--- config.mk ---
export PLATFORM = sky130hd
export DESIGN_NAME = omsp_hmac_nbit
export DESIGN_NICKNAME = d
export VERILOG_FILES = /design/src/rtl/omsp_hmac_nbit.sv
export SDC_FILE = /design/constraint.sdc
export NUM_CORES = 1
export LEC_CHECK = 0
export CAP_MARGIN = 20
export CORE_ASPECT_RATIO = 1.2
export CORE_MARGIN = 3
export CORE_UTILIZATION = 40
export DETAILED_ROUTE_END_ITERATION = 16
export PLACE_DENSITY = 0.76
export SLEW_MARGIN = 10
export SYNTH_ARGS = -nofsm -noshare
export SYNTH_HDL_FRONTEND = slang
export SYNTH_SLANG_ARGS = --single-unit
--- constraint.sdc ---
create_clock -name clk -period 1.8 [get_ports clk]
set_input_delay 0.36 -clock clk [delete_from_list [all_inputs] [get_ports clk]]
set_output_delay 0.36 -clock clk [all_outputs]
set_load 0.01 [all_outputs]
--- src/rtl/omsp_hmac_nbit.sv ---
// Word-to-byte adapter in front of the byte-serial omsp_hmac core: splits DATA_WIDTH-bit
// words MSB-first into core absorb pulses and gathers digest bytes back into a word.

// Behavioural stand-in for the byte-serial core so the adapter can be built and exercised
// on its own; swap for the real omsp_hmac when integrating.
module omsp_hmac #(
  parameter int KEY_SIZE = 128,
  parameter int LATENCY  = 3
) (
  input  logic                clk,
  input  logic                reset_n,
  input  logic                start_continue,
  input  logic                data_available,
  input  logic [KEY_SIZE-1:0] key,
  input  logic [7:0]          data_in,
  output logic [7:0]          data_out,
  output logic                busy
);
  localparam int TW = $clog2(LATENCY) + 1;

  logic          r_busy;
  logic          r_keyed;
  logic          r_da;
  logic [7:0]    r_in;
  logic [7:0]    r_acc;
  logic [7:0]    r_out;
  logic [TW-1:0] r_timer;
  logic [7:0]    w_key_fold;

  always_comb begin
    // NOTE: default first so every path assigns the variable and no latch is inferred.
    w_key_fold = '0;
    for (int i = 0; i < KEY_SIZE / 8; i++) w_key_fold ^= key[8*i +: 8];
  end

  // NOTE: sequential state uses non-blocking assignments so all registers update together.
  always_ff @(posedge clk or negedge reset_n) begin
    if (!reset_n) begin
      r_busy  <= 1'b0;
      r_keyed <= 1'b0;
      r_da    <= 1'b0;
      r_in    <= '0;
      r_acc   <= '0;
      r_out   <= '0;
      r_timer <= '0;
    end else if (!r_busy) begin
      if (start_continue) begin
        r_busy  <= 1'b1;
        r_da    <= data_available;
        r_in    <= data_in;
        r_timer <= TW'(LATENCY - 1);
      end
    end else if (r_timer != '0) begin
      r_timer <= r_timer - 1'b1;
    end else begin
      // The first absorb after reset loads the key; later ones mix in a data byte.
      r_busy <= 1'b0;
      if (!r_keyed) begin
        r_acc   <= w_key_fold;
        r_keyed <= 1'b1;
      end else if (r_da) begin
        r_acc <= {r_acc[6:0], r_acc[7]} ^ r_in;
      end else begin
        r_out <= r_acc;
        r_acc <= r_acc + 8'h3B;
      end
    end
  end

  assign busy     = r_busy;
  assign data_out = r_out;
endmodule

module omsp_hmac_nbit #(
  parameter int KEY_SIZE   = 128,
  parameter int DATA_WIDTH = 16
) (
  input  logic                              clk,
  input  logic                              reset_n,
  input  logic                              start_continue,
  input  logic                              data_available,
  input  logic [$clog2(DATA_WIDTH/8):0]     data_len,
  input  logic [KEY_SIZE-1:0]               key,
  input  logic [DATA_WIDTH-1:0]             data_in,
  output logic [DATA_WIDTH-1:0]             data_out,
  output logic                              busy,
  output logic                              done
);
  localparam int BYTES = DATA_WIDTH / 8;
  localparam int LEN_W = $clog2(BYTES) + 1;
  localparam int CNT_W = (LEN_W > 1) ? LEN_W - 1 : 1;

  typedef enum logic [3:0] {
    S_RESET, S_INIT, S_IDLE, S_LOAD, S_FEED, S_WAIT_IN,
    S_REQ_OUT, S_WAIT_OUT, S_STORE, S_FIN
  } state_t;

  state_t                r_state;
  state_t                w_state_nxt;
  logic [CNT_W-1:0]      r_cnt;
  logic [LEN_W-1:0]      r_n;
  logic [DATA_WIDTH-1:0] r_word;
  logic [7:0]            r_byte;
  logic                  r_core_sc;
  logic                  r_core_da;
  logic                  r_seen_busy;
  logic                  r_first;
  logic [DATA_WIDTH-1:0] r_data_out;

  logic                  w_accept;
  logic [LEN_W-1:0]      w_n;
  logic                  w_sc_nxt;
  logic                  w_da_nxt;
  logic                  w_core_busy;
  logic                  w_core_done;
  logic [7:0]            w_core_out;

  omsp_hmac #(.KEY_SIZE(KEY_SIZE)) u_core (
    .clk            (clk),
    .reset_n        (reset_n),
    .start_continue (r_core_sc),
    .data_available (r_core_da),
    .key            (key),
    .data_in        (r_byte),
    .data_out       (w_core_out),
    .busy           (w_core_busy)
  );

  assign w_accept    = start_continue && (r_state == S_RESET || r_state == S_IDLE);
  assign w_n         = (data_len == '0 || data_len > LEN_W'(BYTES)) ? LEN_W'(BYTES) : data_len;
  // A core operation is complete only once its busy has been seen high and then low again.
  assign w_core_done = r_seen_busy && !w_core_busy;

  always_comb begin
    w_state_nxt = r_state;
    w_sc_nxt    = 1'b0;
    w_da_nxt    = 1'b0;
    case (r_state)
      S_RESET:    if (start_continue) begin
                    w_state_nxt = S_INIT;
                    w_sc_nxt    = 1'b1;
                    w_da_nxt    = 1'b1;
                  end
      S_INIT:     if (w_core_done) w_state_nxt = S_LOAD;
      S_IDLE:     if (start_continue) w_state_nxt = data_available ? S_LOAD : S_REQ_OUT;
      S_LOAD:     w_state_nxt = S_FEED;
      S_FEED:     begin
                    w_sc_nxt    = 1'b1;
                    w_da_nxt    = 1'b1;
                    w_state_nxt = S_WAIT_IN;
                  end
      S_WAIT_IN:  if (w_core_done) w_state_nxt = (r_cnt == '0) ? S_FIN : S_LOAD;
      S_REQ_OUT:  begin
                    w_sc_nxt    = 1'b1;
                    w_state_nxt = S_WAIT_OUT;
                  end
      S_WAIT_OUT: if (w_core_done) w_state_nxt = S_STORE;
      S_STORE:    w_state_nxt = (r_cnt == '0) ? S_FIN : S_REQ_OUT;
      S_FIN:      w_state_nxt = S_IDLE;
      default:    w_state_nxt = S_RESET;
    endcase
  end

  always_ff @(posedge clk or negedge reset_n) begin
    if (!reset_n) begin
      r_state     <= S_RESET;
      r_cnt       <= '0;
      r_n         <= '0;
      r_word      <= '0;
      r_byte      <= '0;
      r_core_sc   <= 1'b0;
      r_core_da   <= 1'b0;
      r_seen_busy <= 1'b0;
      r_first     <= 1'b0;
      r_data_out  <= '0;
    end else begin
      r_state   <= w_state_nxt;
      r_core_sc <= w_sc_nxt;
      r_core_da <= w_da_nxt;
      if (w_sc_nxt)         r_seen_busy <= 1'b0;
      else if (w_core_busy) r_seen_busy <= 1'b1;

      if (w_accept) begin
        r_n     <= w_n;
        r_word  <= data_in;
        r_first <= 1'b1;
        r_cnt   <= CNT_W'(w_n - 1'b1);
      end

      case (r_state)
        S_LOAD:    r_byte <= r_word[8*r_cnt +: 8];
        S_WAIT_IN: if (w_core_done && r_cnt != '0) r_cnt <= r_cnt - 1'b1;
        S_STORE:   begin
                     // The first store of a request also clears the bytes above the count.
                     for (int i = 0; i < BYTES; i++) begin
                       if (CNT_W'(i) == r_cnt)
                         r_data_out[8*i +: 8] <= w_core_out;
                       else if (r_first && LEN_W'(i) >= r_n)
                         r_data_out[8*i +: 8] <= '0;
                     end
                     r_first <= 1'b0;
                     if (r_cnt != '0) r_cnt <= r_cnt - 1'b1;
                   end
        default:   ;
      endcase
    end
  end

  assign busy     = !(r_state == S_RESET || r_state == S_IDLE || r_state == S_FIN);
  assign done     = (r_state == S_FIN);
  assign data_out = r_data_out;
endmodule
==> results by group <==
Run status
  • Status: finished clean

Layout
  • Area delta synth->final: 51.0%
  • Ant diodes: 0
  • Layout cells sized above 1: 0.139
  • Finished Cell Area: 7090 µm²
  • Nets: 780

Min path
  • Hold WC Path Type: in -> async

Synth
  • Count leader, synth: xnor2_1
  • Post-synthesis sequential area ratio: 0.431
  • Synth Area per Inst: approximately 11 µm²
  • Post-synth top area cell: dfrtp_1
  • Yosys cell types: 52
  • Synth top cells by count: xnor2_1 (112), dfrtp_1 (81), mux2_2 (29)
  • EDFF count, synth: 0
  • Number of synthesized register bits: between 80 and 90
  • Syn. warnings: 0
  • Top post-synthesis cells by area: dfrtp_1 (43%), xnor2_1 (21%), mux2_2 (7.0%), xor2_1 (3.5%), a22o_1 (3.0%)
  • Ys flop type: dfrtp_1
  • Post-Syn Nets: 589
  • Mapped Cells: 436
  • Asr flop ratio synth: 1.00
  • Top cell type's share of synthesized area: 0.431
  • Cell Area, Synth: 4700 µm²

Route
  • ANT nets after route: 0
  • Via Count: 3816
  • 1st-iter DRT viols: between 100 and 150
  • Via density: 4.86
  • DR pass1 iterations: 4
  • # DRC: 0
  • Routed WL: 11400 µm
  • WL/cell: 14.6 µm

Worst setup path
  • Data arrival, critical path: 1.94 ns
  • Startpoint types: register
  • Largest stage delay on the critical path: ~0.4 ns
  • CP Capture Type: register
  • Worst Path Max Fanout: 21
  • CP Class: reg -> reg
  • WP data required: between 2 and 2.5 ns
  • Reg-to-reg endpoint: r_word[9]
  • Most frequent cell on the critical path: buf_12
  • Slowest-stage cell, CP: dfrtp_1
  • CP Cell Sequence: or2_4 -> buf_12 -> nor3b_4 -> buf_12 -> mux2_2
  • Reg2Reg Depth: 5
  • Worst R2R Start: r_state[3]
  • Worst reg-to-reg setup slack: 0.08 ns

Die
  • Initial core utilization: 0.418
  • Die footprint: between 10000 and 15000 µm²
  • Die height: between 100 and 150 µm
  • Rows: 42
  • DIE WIDTH: 105 µm
  • IO Pins: between 150 and 200
  • Core ar.: ~11000 µm²

Place
  • Placement Cell Area: 6680 µm²
  • PortBufs: 167
  • Hpwl dp: approximately 9000 µm
  • GPL Wtd Cong: 0.991

Global routing
  • Pin count of the biggest net entering global routing: 40
  • Busiest grt layer: met2
  • Gr ovfl total: 0
  • M2 GR Usage: 0.329
  • Initial antenna violation count: 0
  • Gr usage total: 0.175
  • GR Util met1: 0.196
  • Vias in the first global route: 4123
  • Global-route wire length before repair: 18700 µm
  • Met3 global-route usage: 0.0363

Power and ir drop
  • VDD IR-drop max: 0.631 mV
  • Pleak: 2.83 nW
  • Pwr dens: ~1400 nW/µm²
  • Total Power: 0.00997 W

Timing
  • Final Hold Viols: 0
  • Worst rel slew slack: 0.570
  • Highest clock rate: just under 600 MHz
  • Final Max Slew Viols: 0
  • Final setup violation count: 0
  • Final period util: 0.958
  • Clock skew: approximately 0.0077 ns
  • Minimum clock period after layout: roughly 1.7 ns
  • RSZ-0062 raised after global routing: no
  • Least-Margin Pin Slew: 0.640 ns

Clock network
  • Clk buf depth: 2
  • CTS Buf Count: 9
  • Clock sinks: 81
  • CTS tree: yes
  • CTS H-tree lvls: 3
  • Worst-path clk slew: 0.06 ns
  • Worst-Skew Late Latency: 0.33 ns
  • Clk root buf: clkbuf_16

Flow run
  • Max-cap violation count: 0
-- critical path: cells and delay by family (launching register included) --
family / cells / cell delay [ns]
and+or+nand+nor: 2 / 0.52
buffers and inverters: 2 / 0.33
muxes: 1 / 0.34
DFF: 1 / 0.41
-- flip-flops by register name (all words and copies together) (netlist names), 2 cells and up --
signal and count:
data_out 16, r_word 16, r_byte 8, u_core.data_out 8, u_core.r_acc 8, u_core.r_in 8
r_state 4, u_core.r_timer 3, r_n 2
-- area by class of cell --
cell class	instances	area [µm²]
fillers	913	4150
multi-input cells	327	2560
flip-flops and latches	81	2030
repair buffers	196	1930
clock buffers	9	225
well taps	154	193
clock inverters	6	115
inverters	12	45.0
-- layout by cell type, fill, tap and decap left out, types with 2 or more instances in the layout --
cell type        instances
ha_1                     2
nor2_1                  26
a22o_1                  16
clkdlybuf4s50_1        164
a211oi_1                 2
nor3_1                   4
a21oi_1                 22
mux2i_1                 10
mux2_2                  29
clkbuf_16                9
o221a_2                  2
or2_4                    2
nand3_1                  3
nand2b_1                 2
nor2b_1                  7
buf_4                   25
o31ai_1                  3
a31oi_1                  2
o21a_1                   4
dfrtp_1                 81
bufinv_16                3
inv_6                    2
inv_1                   12
o21ai_0                 13
xnor2_1                112
buf_12                   3
xor2_1                  19
nand2_1                 15
o21ai_1                  5
-- report_power, final --
group | internal [W] | switching, W | total [W]
Combinational | 0.00255 | 0.00204 | 0.00459
Clock | 0.00136 | 0.000725 | 0.00208
Sequential | 0.00266 | 0.000631 | 0.00329
Total | 0.00657 | 0.00340 | 0.00997
-- worst max path at each step --
stage	start	endpoint	slack (ns)	cells past startpoint
6_report	r_state[3]	r_word[9]	0.08	5
3_5_place_dp	key[21]	u_core.r_acc[5]	-0.09	6
2_1_floorplan	u_core.r_timer[0]	u_core.data_out[3]	0.08	7
5_1_grt	r_state[3]	r_word[4]	0.01	5
3_3_place_gp	key[125]	u_core.r_acc[5]	-0.03	6
4_1_cts	u_core.r_timer[1]	u_core.data_out[3]	0.01	6
-- timing repair --
| action | CTS | global route |
|---|---|---|
| gates resized for setup | 2 | 8 |
| hold buffers | 1 | 0 |
| endpoints found under the setup margin | 2 | 12 |
| endpoints found under the hold margin | 18 | 0 |
| cloned | 0 | 0 |
| pin swaps | 0 | 2 |
| setup buffers | 2 | 1 |
-- kinds of logic after synthesis --
family / after synthesis / share of synthesized area
xor+xnor: 131 / 0.244
flops: 81 / 0.431
compound gates: 80 / 0.115
simple gates: 73 / 0.0802
mux: 40 / 0.0932
buf+inv: 28 / 0.0285
fa+ha+maj: 3 / 0.00799
-- routing by layer --
metal,wire length [µm],vias up,part of all wire
li1,-,1867,-
met4,168,0,0.015
met2,6250,143,0.55
met3,637,13,0.056
met1,4370,1793,0.38
met5,0,-,0
-- per-stage QoR --
step           cells  TNS (ns)  utilization  setup WS (ns)  hold WS, ns
6_report         785         0        0.631         0.0757        0.455
3_3_place_gp     766   -0.0299        0.594        -0.0260        0.253
5_1_grt          785         0        0.631         0.0105        0.476
3_5_place_dp     766    -0.118        0.594        -0.0873        0.256
2_1_floorplan    436         0            -         0.0848       0.0644
4_1_cts          784         0        0.627        0.00978        0.464
(Power assumes the default switching activity.)
